<file path="src/rtl/min_vec_feeder.sv">
// Packs NUM serial score words into a FindMin request, holds start until done or timeout,
// then presents the minimum (or a timeout error) on a valid/ready output; 1-cycle hops each way.
module min_vec_feeder #(
  parameter int DATA_W  = 16,
  parameter int NUM     = 8,
  parameter int TIMEOUT = 255
) (
  input  logic                  clk,
  input  logic                  rst_n,
  input  logic                  in_valid,
  input  logic [DATA_W-1:0]     in_data,
  output logic                  in_ready,
  output logic [NUM*DATA_W-1:0] numbers,
  output logic                  start,
  input  logic                  done,
  input  logic [DATA_W-1:0]     result,
  output logic                  out_valid,
  output logic [DATA_W-1:0]     out_data,
  output logic                  out_err,
  input  logic                  out_ready
);

  localparam int CNT_W  = (NUM > 1) ? $clog2(NUM) : 1;
  localparam int WAIT_W = $clog2(TIMEOUT + 1);
  localparam logic [CNT_W-1:0]  LAST_SLOT = CNT_W'(NUM - 1);
  localparam logic [WAIT_W-1:0] WAIT_LIM  = WAIT_W'(TIMEOUT - 1);

  typedef enum logic [1:0] {S_LOAD, S_REQ, S_OUT} state_t;

  state_t            state, state_nxt;
  logic [CNT_W-1:0]  count;
  logic [WAIT_W-1:0] wait_cnt;
  logic              accept, last_accept, got_done, timed_out, out_fire;

  always_ff @(posedge clk or negedge rst_n) begin
    if (!rst_n) state <= S_LOAD;
    else        state <= state_nxt;
  end

  always_comb begin
    state_nxt   = state;
    in_ready    = 1'b0;
    accept      = 1'b0;
    last_accept = 1'b0;
    got_done    = 1'b0;
    timed_out   = 1'b0;
    out_fire    = 1'b0;
    case (state)
      S_LOAD: begin
        in_ready    = 1'b1;
        accept      = in_valid;
        last_accept = in_valid && (count == LAST_SLOT);
        if (last_accept) state_nxt = S_REQ;
      end
      S_REQ: begin
        // A done arriving on the timeout cycle still wins.
        if (done) begin
          got_done  = 1'b1;
          state_nxt = S_OUT;
        end else if (wait_cnt == WAIT_LIM) begin
          timed_out = 1'b1;
          state_nxt = S_OUT;
        end
      end
      S_OUT: begin
        out_fire = out_valid && out_ready;
        if (out_fire) state_nxt = S_LOAD;
      end
      default: state_nxt = S_LOAD;
    endcase
  end

  always_ff @(posedge clk or negedge rst_n) begin
    if (!rst_n) begin
      count   <= '0;
      numbers <= '0;
    end else if (accept) begin
      for (int k = 0; k < NUM; k++) begin
        if (count == CNT_W'(k)) numbers[k*DATA_W +: DATA_W] <= in_data;
      end
      count <= last_accept ? '0 : count + 1'b1;
    end
  end

  always_ff @(posedge clk or negedge rst_n) begin
    if (!rst_n) begin
      start <= 1'b0;
    end else if (last_accept) begin
      start <= 1'b1;
    end else if (got_done || timed_out) begin
      start <= 1'b0;
    end
  end

  always_ff @(posedge clk or negedge rst_n) begin
    if (!rst_n) begin
      wait_cnt <= '0;
    end else if (state == S_REQ) begin
      wait_cnt <= wait_cnt + 1'b1;
    end else if (out_fire) begin
      wait_cnt <= '0;
    end
  end

  always_ff @(posedge clk or negedge rst_n) begin
    if (!rst_n) begin
      out_valid <= 1'b0;
      out_data  <= '0;
      out_err   <= 1'b0;
    end else if (got_done) begin
      out_valid <= 1'b1;
      out_data  <= result;
      out_err   <= 1'b0;
    end else if (timed_out) begin
      out_valid <= 1'b1;
      out_data  <= '0;
      out_err   <= 1'b1;
    end else if (out_fire) begin
      out_valid <= 1'b0;
    end
  end

endmodule

</file>
<file path="config.mk">
export PLATFORM = sky130hd
export DESIGN_NAME = min_vec_feeder
export DESIGN_NICKNAME = d
export VERILOG_FILES = /design/src/rtl/min_vec_feeder.sv
export SDC_FILE = /design/constraint.sdc
export NUM_CORES = 1
export LEC_CHECK = 0
export BUFFER_PORTS_ARGS = -buffer_cell sky130_fd_sc_hd__buf_2
export CORE_MARGIN = 2
export CORE_UTILIZATION = 55
export DETAILED_ROUTE_END_ITERATION = 10
export PLACE_DENSITY = 0.91
export SYNTH_ARGS = -nofsm -noshare
export SYNTH_HDL_FRONTEND = slang
export SYNTH_SLANG_ARGS = --single-unit
export TNS_END_PERCENT = 1
</file>
<file path="constraint.sdc">
create_clock -name clk -period 5.1 [get_ports clk]
set_clock_uncertainty 0.2 [all_clocks]
set_input_delay 0.255 -clock clk [delete_from_list [all_inputs] [get_ports clk]]
set_output_delay 0.255 -clock clk [all_outputs]
set_load 0.005 [all_outputs]
</file>
; ---- After elaboration in Yosys (flattened, before gate mapping)
; Cells that the tools add are included.
[totals]
in_bits = 37
regBits = 160
[op_classes]
eq_ne = 13
n_addsub = 2
muxes = 26
reduce_logical = 18
[op_table]
columns = operator, n
row1 = $mux 16, 2
row2 = $mux 1, 16
row3 = $mux 8, 2
row4 = $reduce_and 2->1, 8
row5 = $eq 3x3->1 const B, 4
row6 = $add 8x1->8 const B, 1
row7 = $eq 8x8->1 const B, 1
row8 = $mux 2, 4
row9 = $eq 3x2->1 const B, 2
row10 = $pmux 2 s3, 1
row11 = $reduce_bool 2->1, 3
row12 = $ne 2x2->1 const B, 2
row13 = $add 3x1->3 const B, 1
row14 = $eq 3x1->1 const B, 1
row15 = $logic_not 3->1, 1
row16 = $mux 3, 1
row17 = $ne 3x3->1 const B, 1
row18 = $reduce_and 3->1, 1
row19 = $reduce_bool 3->1, 1
row20 = $eq 2x1->1 const B, 1
row21 = $eq 2x2->1 const B, 1
row22 = $logic_and 1x1->1, 2
row23 = $logic_not 2->1, 1
row24 = $logic_or 1x1->1, 1

; ---- Logic depth before layout (Yosys ltp)
; Gate-level depths: netlist of run 1.
[logic_depth]
depth_word = 7
depth_mapped = 7
ltp_nobuf = 5

; ---- Worst setup path before layout of run 1
; Ideal clock, no wire load.
[synth_path]
kind = flip-flop to flip-flop
from = reg count[0]
to = reg numbers[119]
arrival_time_ps = 1682
synth_period_minus_slack_ps = 2007
setup_time_ps = 125
stages_incl_launch_ff = 7
path_buffers = 2
path_slack_ps = 3093
path_cell_list = dfrtp_1 -> ha_1 -> ha_1 -> nor4bb_1 -> buf_2 -> buf_6 -> mux2_2
[synth_between]
elab_chain_cells = 2
[synth_rtl]
columns = element, line_no
row1 = "start, declared", 31  ; logic [CNT_W-1:0] count;
row2 = "start signal, assigned", 81  ; count <= last_accept ? '0 : count + 1'b1;
row3 = $eq 3x3->1, 79  ; if (count == CNT_W'(k)) numbers[k*DATA_W +: DATA_W] <= in_data;
row4 = $reduce_and 2->1 (no line), --
row5 = "end signal, assigned by index", 79
row6 = "end, declared", 13  ; output logic [NUM*DATA_W-1:0] numbers,
; Every way passes these cells.
; A chain may end at the register's enable or synchronous reset.

; ---- Worst setup path after layout of run 1
[layout_path]
from = reg count[0]
to = reg numbers[121]
; Same word-level chain as after synthesis.

==> flow_summary.json, run 1 <==
{
  "maxClockFrequency_ghz": 0.367,
  "die_height_um": 112,
  "cap_viol_max_count": 0,
  "async_flop_share": 1.00,
  "yosys_most_used_dff": "dfrtp_1",
  "relSlewSlack": 0.171,
  "grt_start_max_net_pins": 117,
  "antenna_left": 0,
  "p_sw_mw": 1.60,
  "max_stage_delay_ns": 1.09,
  "final_max_tran_viols": 0,
  "tritoncts": "done",
  "detail_route.first_pass.iterations": 4,
  "port_buffers": 184,
  "r2r-start": "count[0]$_DFFE_PN0P_",
  "hold_path_end": "numbers[124]$_DFFE_PN0P_",
  "fin_total_pwr_mw": 5.07,
  "powerDensity_nw_per_um2": 615,
  "drt_first_iter_violations": 229,
  "grt_util_all_layers": 0.267,
  "synthesis.nets": 477,
  "cp_top_family": "simple AND/OR/NAND/NOR gates",
  "crit_chain": "ha_1 > ha_1 > nor4bb_4 > mux2_2",
  "critical_path_buf_inv_count": 0,
  "die_width_um": 112,
  "ir_worst_vdd_mv": 0.432,
  "synth.ff_latch_count": 160,
  "grt_setup_unrepaired": "no",
  "vias": 4481,
  "cells_taking_the_most_area_after_synthesis": "dfrtp_1, mux2_2, a22oi_1",
  "edff_count_synth": 0,
  "synth_area_per_cell_um2": 14.8,
  "critical_path_required_ns": 5.19,
  "clk_root_buffer_cell": "clkbuf_16",
  "start_kind": "flip-flop",
  "post-route-min-period_ns": 2.72,
  "worstReg2RegEnd": "numbers[121]$_DFFE_PN0P_",
  "floorplan.initialDensity": 0.561,
  "layout.core_utilization": 0.721,
  "cts_post_setup_buffers_inserted": 0,
  "post_synth_inst_count": 432,
  "core-area_um2": 11400,
  "p_int_mw": 3.47,
  "remaining_drc_errors": 0,
  "cts_buffer_depth": 2,
  "critPathArrivalTime_ns": 2.82,
  "vias_per_std_cell": 5.58,
  "yosysWarnings": 0,
  "dp.final_hpwl_um": 10100,
  "totalNegativeSetupSlack_ns": 0,
  "h_tree_lvl_count": 4,
  "comb_power_share": 0.333,
  "worst_slew_pin_slew_ns": 1.24,
  "clock_slew_at_the_register_clock_pins_of_the_worst_setup_and_hold_paths_ns": 0.06,
  "layout-drive-gt1-share": 0.529,
  "leakagePower_nw": 4.07,
  "final_design_instance_area_without_fill_um2": 8240,
  "cts-buffers-inserted": 17,
  "timing.hold.worst.class": "input port to flip-flop",
  "clock-sinks": 160,
  "report.final.setup_viol": 0,
  "fillerInstances": 723,
  "post_dp_cell_area_um2": 7370,
  "ctsResizeCount": 0,
  "cp-end-kind": "flip-flop",
  "layout_setup_ws_ns": 2.38,
  "holdPathStages": 2,
  "grt_pass1_wl_um": 25800,
  "io_pins": 185,
  "fp-row-count": 39,
  "final_cells": 803,
  "synth-seq-area-share": 0.625,
  "fin_nets": 692,
  "min_from": "in_data[12]",
  "post-route-period-util": 0.534,
  "fp.dieArea_um2": 12500,
  "worst_skew_pair.late_latency_ns": 0.42,
  "diodes": 0,
  "synth_top_cell_by_area": "dfrtp_1",
  "timing.reg2reg.setup_slack_ns": 2.38,
  "synth_area_um2": 6410,
  "reg2regPathDepth": 4,
  "dpl_worst_slack_ns": 2.32,
  "avgRoutedWirePerCell_um": 19.9,
  "hold_slack_ns": 0.0218,
  "place_inst": 738,
  "switching_share": 0.315,
  "netlist.area_leader.share": 0.625,
  "cts_hold_buf": 33,
  "via_count_of_the_first_global_routing_pass": 4816,
  "totalWireLength_um": 16000,
  "status": "complete, no violations",
  "antenna_violations_before_repair": 0,
  "share_seq_of_total_power": 0.440,
  "cpMostUsedCell": "ha_1",
  "clockPowerShare": 0.228,
  "setup.worst_path.class": "flip-flop to flip-flop",
  "grt-ovfl-total": 0,
  "gp_congestion": 0.791,
  "syn2layout_area_growth_pct": 28.5,
  "synthDistinctLibCells": 40,
  "slowest_cell_on_the_critical_path": "nor4bb_4",
  "hold_violations": 0,
  "crit_fanout": 18
}
-- Yosys cell counts, types with 3 or more instances --
| cell type | number |
|---|---|
| mux2_2 | 129 |
| buf_2 | 5 |
| buf_6 | 7 |
| nand2_1 | 8 |
| ha_1 | 8 |
| nand3_1 | 7 |
| o21ai_0 | 22 |
| buf_4 | 6 |
| nor3_1 | 3 |
| nand4_1 | 3 |
| inv_1 | 21 |
| dfrtp_1 | 160 |
| and3_1 | 3 |
| a22oi_1 | 16 |
| a21o_1 | 3 |
| clkbuf_1 | 3 |
-- per-layer routing --
layer,global-route usage,share of wire
met5,0,0
met4,0.108,0.021
met3,0.0893,0.070
met2,0.451,0.51
met1,0.317,0.40
-- worst max path at each step --
| stage | from | end | slack (ns) | cells past startpoint |
|---|---|---|---|---|
| 4_1_cts | count[0]$_DFFE_PN0P_ | numbers[121]$_DFFE_PN0P_ | 2.32 | 4 |
| 6_report | count[0]$_DFFE_PN0P_ | numbers[121]$_DFFE_PN0P_ | 2.38 | 4 |
| 5_1_grt | count[0]$_DFFE_PN0P_ | numbers[117]$_DFFE_PN0P_ | 2.17 | 4 |
| 3_5_place_dp | count[0]$_DFFE_PN0P_ | numbers[121]$_DFFE_PN0P_ | 2.32 | 4 |
| 2_1_floorplan | count[0]$_DFFE_PN0P_ | numbers[119]$_DFFE_PN0P_ | 3.09 | 6 |
| 3_3_place_gp | count[0]$_DFFE_PN0P_ | numbers[118]$_DFFE_PN0P_ | 2.51 | 4 |
-- sequential cells by signal, indices dropped and copies added (netlist names) --
signal,cells
count,3
out_data,16
numbers,128
out_err,1
state,2
wait_cnt,8
out_valid,1
start,1
-- logic make-up (layout without fill, tap and decap cells) --
group | count (synthesis) | count (layout) | synth area share
AND/OR/NAND/NOR | 40 | 40 | 0.0416
adder cells (fa/ha/maj) | 8 | 8 | 0.0156
AO/OA/AOI/OAI | 50 | 50 | 0.0504
multiplexers | 131 | 131 | 0.230
flip-flops | 160 | 160 | 0.625
buffers and inverters | 43 | 271 | 0.0379
-- power groups by stage --
stage / sequential, mW / clock [mW] / combinational [mW]
5_1_grt: 2.30 / 1.23 / 1.82
6_report: 2.23 / 1.15 / 1.68
4_1_cts: 2.22 / 1.17 / 1.70
3_5_place_dp: 2.22 / 0 / 1.66
3_3_place_gp: 2.17 / 0 / 1.58
2_1_floorplan: 2.21 / 0 / 0.842
-- placed cells by master (no fill, tap or decap), types with 2 or more instances in the layout --
master,count
clkinv_2,5
clkbuf_1,5
nand3_1,7
dfrtp_1,160
mux2_2,129
nand3_2,2
inv_1,21
o21ai_0,22
clkinvlp_4,2
mux2i_1,2
ha_1,8
nand2b_1,2
a21o_1,3
and3_1,3
dlygate4sd3_1,33
nand2_1,8
and4_1,2
a22oi_1,16
clkbuf_16,17
buf_2,183
nand4_1,3
nor3_1,3
-- worst register-to-register path, cell delays in order, from the launching register on --
cell      delay (ns)
dfrtp_1         0.43
ha_1            0.22
ha_1            0.22
nor4bb_4        1.09
mux2_2          0.44
-- final cells by class --
type                    count  area, µm²  share of cell area
flip-flops and latches    160       4000               0.486
multi-input cells         229       2180               0.264
repair buffers            218       1260               0.154
clock buffers              22        444              0.0539
well taps                 143        179              0.0217
clock inverters            10       87.6              0.0106
inverters                  21       78.8             0.00957
(Power assumes the default switching activity.)
==> inputs of run 2 (changes only) <==
Settings changed: CORE_UTILIZATION 55 to 47, PLACE_DENSITY 0.91 to 0.83.
Clock period 5.1 ns to 2.2 ns, I/O delays scaled along.
==> run 2 against run 1 <==
Compared with the run above: core utilization shrank 7.4 points; critical path depth grew 1; hold slack lost 0.021 ns; largest power group unchanged; largest cell class unchanged; register-to-register slack lost 2.3 ns; die area grew 16%; highest routed layer unchanged; clock-buffer cell count shrank 1; combinational power grew 140%; wire length shrank 0.94%; total power grew 140%.
==> flow_summary.json, run 2 (synthesized netlist as in run 1, its figures left out) <==
{
  "status": "complete, no violations",
  "timing.reg2reg.setup_slack_ns": 0.12,
  "largest_register_ffs": 128,
  "die_height_um": 121,
  "fillerInstances": 969,
  "crit_fanout": 6,
  "gp_congestion": 0.815,
  "slowest_cell_on_the_critical_path": "dfrtp_1",
  "grt_pass1_wl_um": 24600,
  "final-seq-area_um2": 4000,
  "hold_violations": 0,
  "tritoncts": "done",
  "relSlewSlack": 0.598,
  "max_flop_register": "numbers",
  "clockPowerShare": 0.257,
  "layout.core_utilization": 0.648,
  "cp-end-kind": "flip-flop",
  "die_width_um": 121,
  "max_stage_delay_ns": 0.42,
  "final_max_tran_viols": 0,
  "fin_nets": 714,
  "diodes": 0,
  "critical_path_required_ns": 2.30,
  "avgRoutedWirePerCell_um": 18.5,
  "core-area_um2": 13300,
  "dpl_worst_slack_ns": 0.0720,
  "fp.dieArea_um2": 14600,
  "antenna_violations_before_repair": 0,
  "p_int_mw": 8.56,
  "floorplan.initialDensity": 0.482,
  "grt_util_all_layers": 0.222,
  "final_cells": 858,
  "io_pins": 185,
  "drt_first_iter_violations": 236,
  "port_buffers": 184,
  "worstReg2RegEnd": "numbers[119]$_DFFE_PN0P_",
  "fp-row-count": 42,
  "reg2regPathDepth": 5,
  "grt_start_max_net_pins": 56,
  "critPathArrivalTime_ns": 2.19,
  "post-route-period-util": 0.947,
  "h_tree_lvl_count": 4,
  "dp.final_hpwl_um": 10400,
  "switching_share": 0.301,
  "vias_per_std_cell": 5.26,
  "worst_slew_pin_slew_ns": 0.603,
  "post_dp_cell_area_um2": 7600,
  "syn2layout_area_growth_pct": 34.3,
  "r2r-start": "count[0]$_DFFE_PN0P_",
  "worst_skew_pair.late_latency_ns": 0.42,
  "vias": 4515,
  "cts-buffers-inserted": 17,
  "layout_setup_ws_ns": 0.116,
  "grt_setup_unrepaired": "yes",
  "cap_viol_max_count": 0,
  "hold_slack_ns": 0.00114,
  "share_seq_of_total_power": 0.420,
  "comb_power_share": 0.323,
  "ir_worst_vdd_mv": 0.799,
  "antenna_left": 0,
  "layout-drive-gt1-share": 0.544,
  "clock_slew_at_the_register_clock_pins_of_the_worst_setup_and_hold_paths_ns": 0.06,
  "crit_chain": "ha_1 > ha_1 > nor4bb_4 > buf_4 > mux2_2",
  "reg.largest.list": "numbers x128, out_data x16, wait_cnt x8",
  "layout_commonest_cell": "buf_2",
  "via_count_of_the_first_global_routing_pass": 4643,
  "cpMostUsedCell": "ha_1",
  "leakagePower_nw": 4.24,
  "clock-sinks": 160,
  "final_design_instance_area_without_fill_um2": 8610,
  "totalWireLength_um": 15900,
  "grt-ovfl-total": 0,
  "maxClockFrequency_ghz": 0.480,
  "place_inst": 789,
  "multi_input_area_um2": 2180,
  "setup.worst_path.class": "flip-flop to flip-flop",
  "cts_post_setup_buffers_inserted": 0,
  "commonest_cells_after_routing_fill_and_taps_aside": "buf_2, dfrtp_1, mux2_2",
  "detail_route.first_pass.iterations": 7,
  "timing.hold.worst.class": "input port to async pin",
  "start_kind": "flip-flop",
  "powerDensity_nw_per_um2": 1420,
  "report.final.setup_viol": 0,
  "post-route-min-period_ns": 2.08,
  "remaining_drc_errors": 0,
  "p_sw_mw": 3.69,
  "cts_buffer_depth": 2,
  "clk_root_buffer_cell": "clkbuf_16"
}
-- run 2: critical path: cells and delay by family, from the launching register on --
| family | cells | cell delay (ns) |
|---|---|---|
| buffers and inverters | 1 | 0.25 |
| adder cells (fa/ha/maj) | 2 | 0.43 |
| flip-flops | 1 | 0.42 |
| AND/OR/NAND/NOR | 1 | 0.33 |
| multiplexers | 1 | 0.34 |
-- run 2: area by class of cell --
| class | instances | share of cell area |
|---|---|---|
| multi-input cells | 229 | 0.253 |
| well taps | 176 | 0.0256 |
| inverters | 21 | 0.00916 |
| clock buffers | 21 | 0.0535 |
| repair buffers | 240 | 0.173 |
| flip-flops and latches | 160 | 0.465 |
| clock inverters | 11 | 0.0206 |
-- run 2: power groups by stage --
stage	registers, mW	logic [mW]	clock network, mW
finish	5.14	3.96	3.15
CTS	5.13	4.00	3.20
global placement	5.03	3.79	0
floorplan	5.13	1.95	0
detailed placement	5.15	3.94	0
global route	5.29	4.32	3.33
-- run 2: metrics by stage --
stage	power, mW	setup TNS [ns]
after floorplan	7.08	0
after global placement	8.82	0
after detailed placement	9.09	0
after CTS	12.3	0
after global routing	12.9	-0.131
final	12.2	0
-- run 2: timing repair --
action / 4_1_cts / 5_1_grt
endpoints found under the setup margin: 0 / 12
endpoints found under the hold margin: 310 / 0
resized for setup: 0 / 3
hold buffers: 36 / 0
-- run 2: how the worst max path moves through the flow --
stage                         startpoint                        to  slack (ns)  cells after the start
finish              count[0]$_DFFE_PN0P_  numbers[119]$_DFFE_PN0P_        0.12                      5
global route        count[0]$_DFFE_PN0P_  numbers[119]$_DFFE_PN0P_       -0.02                      5
CTS                 count[0]$_DFFE_PN0P_  numbers[117]$_DFFE_PN0P_        0.06                      5
detailed placement  count[0]$_DFFE_PN0P_  numbers[117]$_DFFE_PN0P_        0.07                      5
global placement    count[0]$_DFFE_PN0P_  numbers[116]$_DFFE_PN0P_        0.20                      5
floorplan           count[0]$_DFFE_PN0P_  numbers[119]$_DFFE_PN0P_        0.19                      6
-- run 2: metal layers --
layer	vias to the layer above	part of all wire	global-route usage
li1	2023	-	-
met1	2283	0.42	0.281
met2	180	0.49	0.365
met3	29	0.068	0.0637
met4	0	0.019	0.0821
met5	-	0	0
==> inputs of run 3 (changes only) <==
Settings changed: CORE_MARGIN 2 to 5.
==> run 3 against run 2 <==
Compared with the run above: die area up 10%; final cell count down 0.23%; first-iteration DRC count up 15%; combinational power up 3%; register-to-register slack better by 0.02 ns; non-clock buffer count down 2; cell area down 0.32%; via count up 0.38%; sequential power about the same; sequential share of layout area up 0.15 points; critical endpoint is now numbers[114]$_DFFE_PN0P_; largest power group unchanged.
==> flow_summary.json, run 3 (synthesized netlist as in run 1, its figures left out) <==
{
  "totalWireLength_um": 16800,
  "p_int_mw": 8.40,
  "powerDensity_nw_per_um2": 1430,
  "h_tree_lvl_count": 4,
  "worstReg2RegEnd": "numbers[114]$_DFFE_PN0P_",
  "dp.final_hpwl_um": 11300,
  "totalNegativeSetupSlack_ns": 0,
  "min_from": "in_valid",
  "syn2layout_area_growth_pct": 33.9,
  "max_stage_delay_ns": 0.42,
  "layout.core_utilization": 0.645,
  "antenna_left": 0,
  "maxClockFrequency_ghz": 0.484,
  "final_max_tran_viols": 0,
  "post-route-period-util": 0.939,
  "hold_violations": 0,
  "grt-ovfl-total": 0,
  "layout_commonest_cell": "buf_2",
  "gp_congestion": 0.803,
  "hold_slack_ns": 0.0224,
  "fin_nets": 712,
  "grt_util_all_layers": 0.212,
  "post-route-min-period_ns": 2.07,
  "report.final.setup_viol": 0,
  "cts-buffers-inserted": 17,
  "grt_pass1_wl_um": 26500,
  "io_pins": 185,
  "critical_path_required_ns": 2.30,
  "timing.reg2reg.setup_slack_ns": 0.13,
  "layout_setup_ws_ns": 0.134,
  "core-area_um2": 13300,
  "holdPathStages": 3,
  "timing.hold.worst.class": "input port to flip-flop",
  "start_kind": "flip-flop",
  "clock-sinks": 160,
  "leakagePower_nw": 4.22,
  "cpMostUsedCell": "ha_1",
  "grt_start_max_net_pins": 57,
  "p_sw_mw": 3.85,
  "die_width_um": 127,
  "share_seq_of_total_power": 0.420,
  "die_height_um": 127,
  "tritoncts": "done",
  "grt_setup_unrepaired": "no",
  "vias_per_std_cell": 5.29,
  "max_flop_register": "numbers",
  "clockPowerShare": 0.247,
  "reg2regPathDepth": 5,
  "worst_slew_pin_slew_ns": 0.646,
  "critPathArrivalTime_ns": 2.17,
  "via_count_of_the_first_global_routing_pass": 4880,
  "clk_root_buffer_cell": "clkbuf_16",
  "worst_skew_pair.late_latency_ns": 0.41,
  "crit_fanout": 6,
  "reg.largest.list": "numbers x128, out_data x16, wait_cnt x8",
  "fp.dieArea_um2": 16100,
  "clock_slew_at_the_register_clock_pins_of_the_worst_setup_and_hold_paths_ns": 0.06,
  "cts_buffer_depth": 2,
  "largest_register_ffs": 128,
  "r2r-start": "count[0]$_DFFE_PN0P_",
  "avgRoutedWirePerCell_um": 19.6,
  "ir_worst_vdd_mv": 0.905,
  "cap_viol_max_count": 0,
  "dpl_worst_slack_ns": 0.0480,
  "setup.worst_path.class": "flip-flop to flip-flop",
  "diodes": 0,
  "antenna_violations_before_repair": 0,
  "slowest_cell_on_the_critical_path": "dfrtp_1",
  "detail_route.first_pass.iterations": 4,
  "relSlewSlack": 0.569,
  "fp-row-count": 42,
  "status": "complete, no violations",
  "vias": 4532,
  "ctsResizeCount": 0,
  "drt_first_iter_violations": 272,
  "cp-end-kind": "flip-flop",
  "remaining_drc_errors": 0,
  "port_buffers": 184,
  "layout-drive-gt1-share": 0.546,
  "commonest_cells_after_routing_fill_and_taps_aside": "buf_2, dfrtp_1, mux2_2",
  "hold_path_end": "count[2]$_DFFE_PN0P_",
  "crit_chain": "ha_1 > ha_1 > nor4bb_4 > buf_4 > mux2_2",
  "floorplan.initialDensity": 0.482,
  "comb_power_share": 0.332,
  "switching_share": 0.314
}
-- run 3: layout make-up --
class,count,area [µm²]
clock inverter,14,178
sequential,160,4000
inverter,21,78.8
multi-input combinational,229,2180
tap,176,220
timing repair buffer,238,1500
fill,944,4710
clock buffer,18,429
-- run 3: per-stage QoR --
step | instances | instance area [µm²] | power (mW)
2_1_floorplan | 432 | 6410 | 7.08
3_3_place_gp | 789 | 7620 | 8.92
3_5_place_dp | 789 | 7620 | 9.20
4_1_cts | 856 | 8580 | 12.3
5_1_grt | 856 | 8580 | 12.9
6_report | 856 | 8580 | 12.2
-- run 3: worst max path at each step --
stage	from	to	slack, ns
global placement	count[0]$_DFFE_PN0P_	numbers[115]$_DFFE_PN0P_	0.18
floorplan	count[0]$_DFFE_PN0P_	numbers[119]$_DFFE_PN0P_	0.19
global route	count[0]$_DFFE_PN0P_	numbers[114]$_DFFE_PN0P_	0.06
finish	count[0]$_DFFE_PN0P_	numbers[114]$_DFFE_PN0P_	0.13
CTS	count[0]$_DFFE_PN0P_	numbers[114]$_DFFE_PN0P_	0.03
detailed placement	count[0]$_DFFE_PN0P_	numbers[114]$_DFFE_PN0P_	0.05
-- run 3: power by group through the flow --
| stage | clock network [mW] | registers, mW | logic [mW] |
|---|---|---|---|
| finish | 3.03 | 5.15 | 4.07 |
| global route | 3.21 | 5.31 | 4.43 |
| CTS | 3.06 | 5.14 | 4.12 |
| detailed placement | 0 | 5.15 | 4.05 |
| global placement | 0 | 5.04 | 3.88 |
| floorplan | 0 | 5.13 | 1.95 |
-- run 3: metal layers --
metal  global-route usage  vias up  routed length [µm]  share of wire
met3               0.0778       31                1370          0.082
met4               0.0826        0                 401          0.024
met2                0.356      186                8430           0.50
met5                    0        -                   0              0
met1                0.249     2299                6580           0.39
li1                     -     2016                   -              -
-- run 3: what timing repair did --
action	in CTS	in global routing
buffers inserted	0	0
endpoints found under the setup margin	0	6
hold buffers	35	0
endpoints found under the hold margin	309	0
-- run 3: critical path: cells and delay by family (launching register included) --
family | cells | cell delay [ns]
adders and majority gates | 2 | 0.44
and+or+nand+nor | 1 | 0.33
DFF | 1 | 0.42
buffers and inverters | 1 | 0.22
muxes | 1 | 0.34
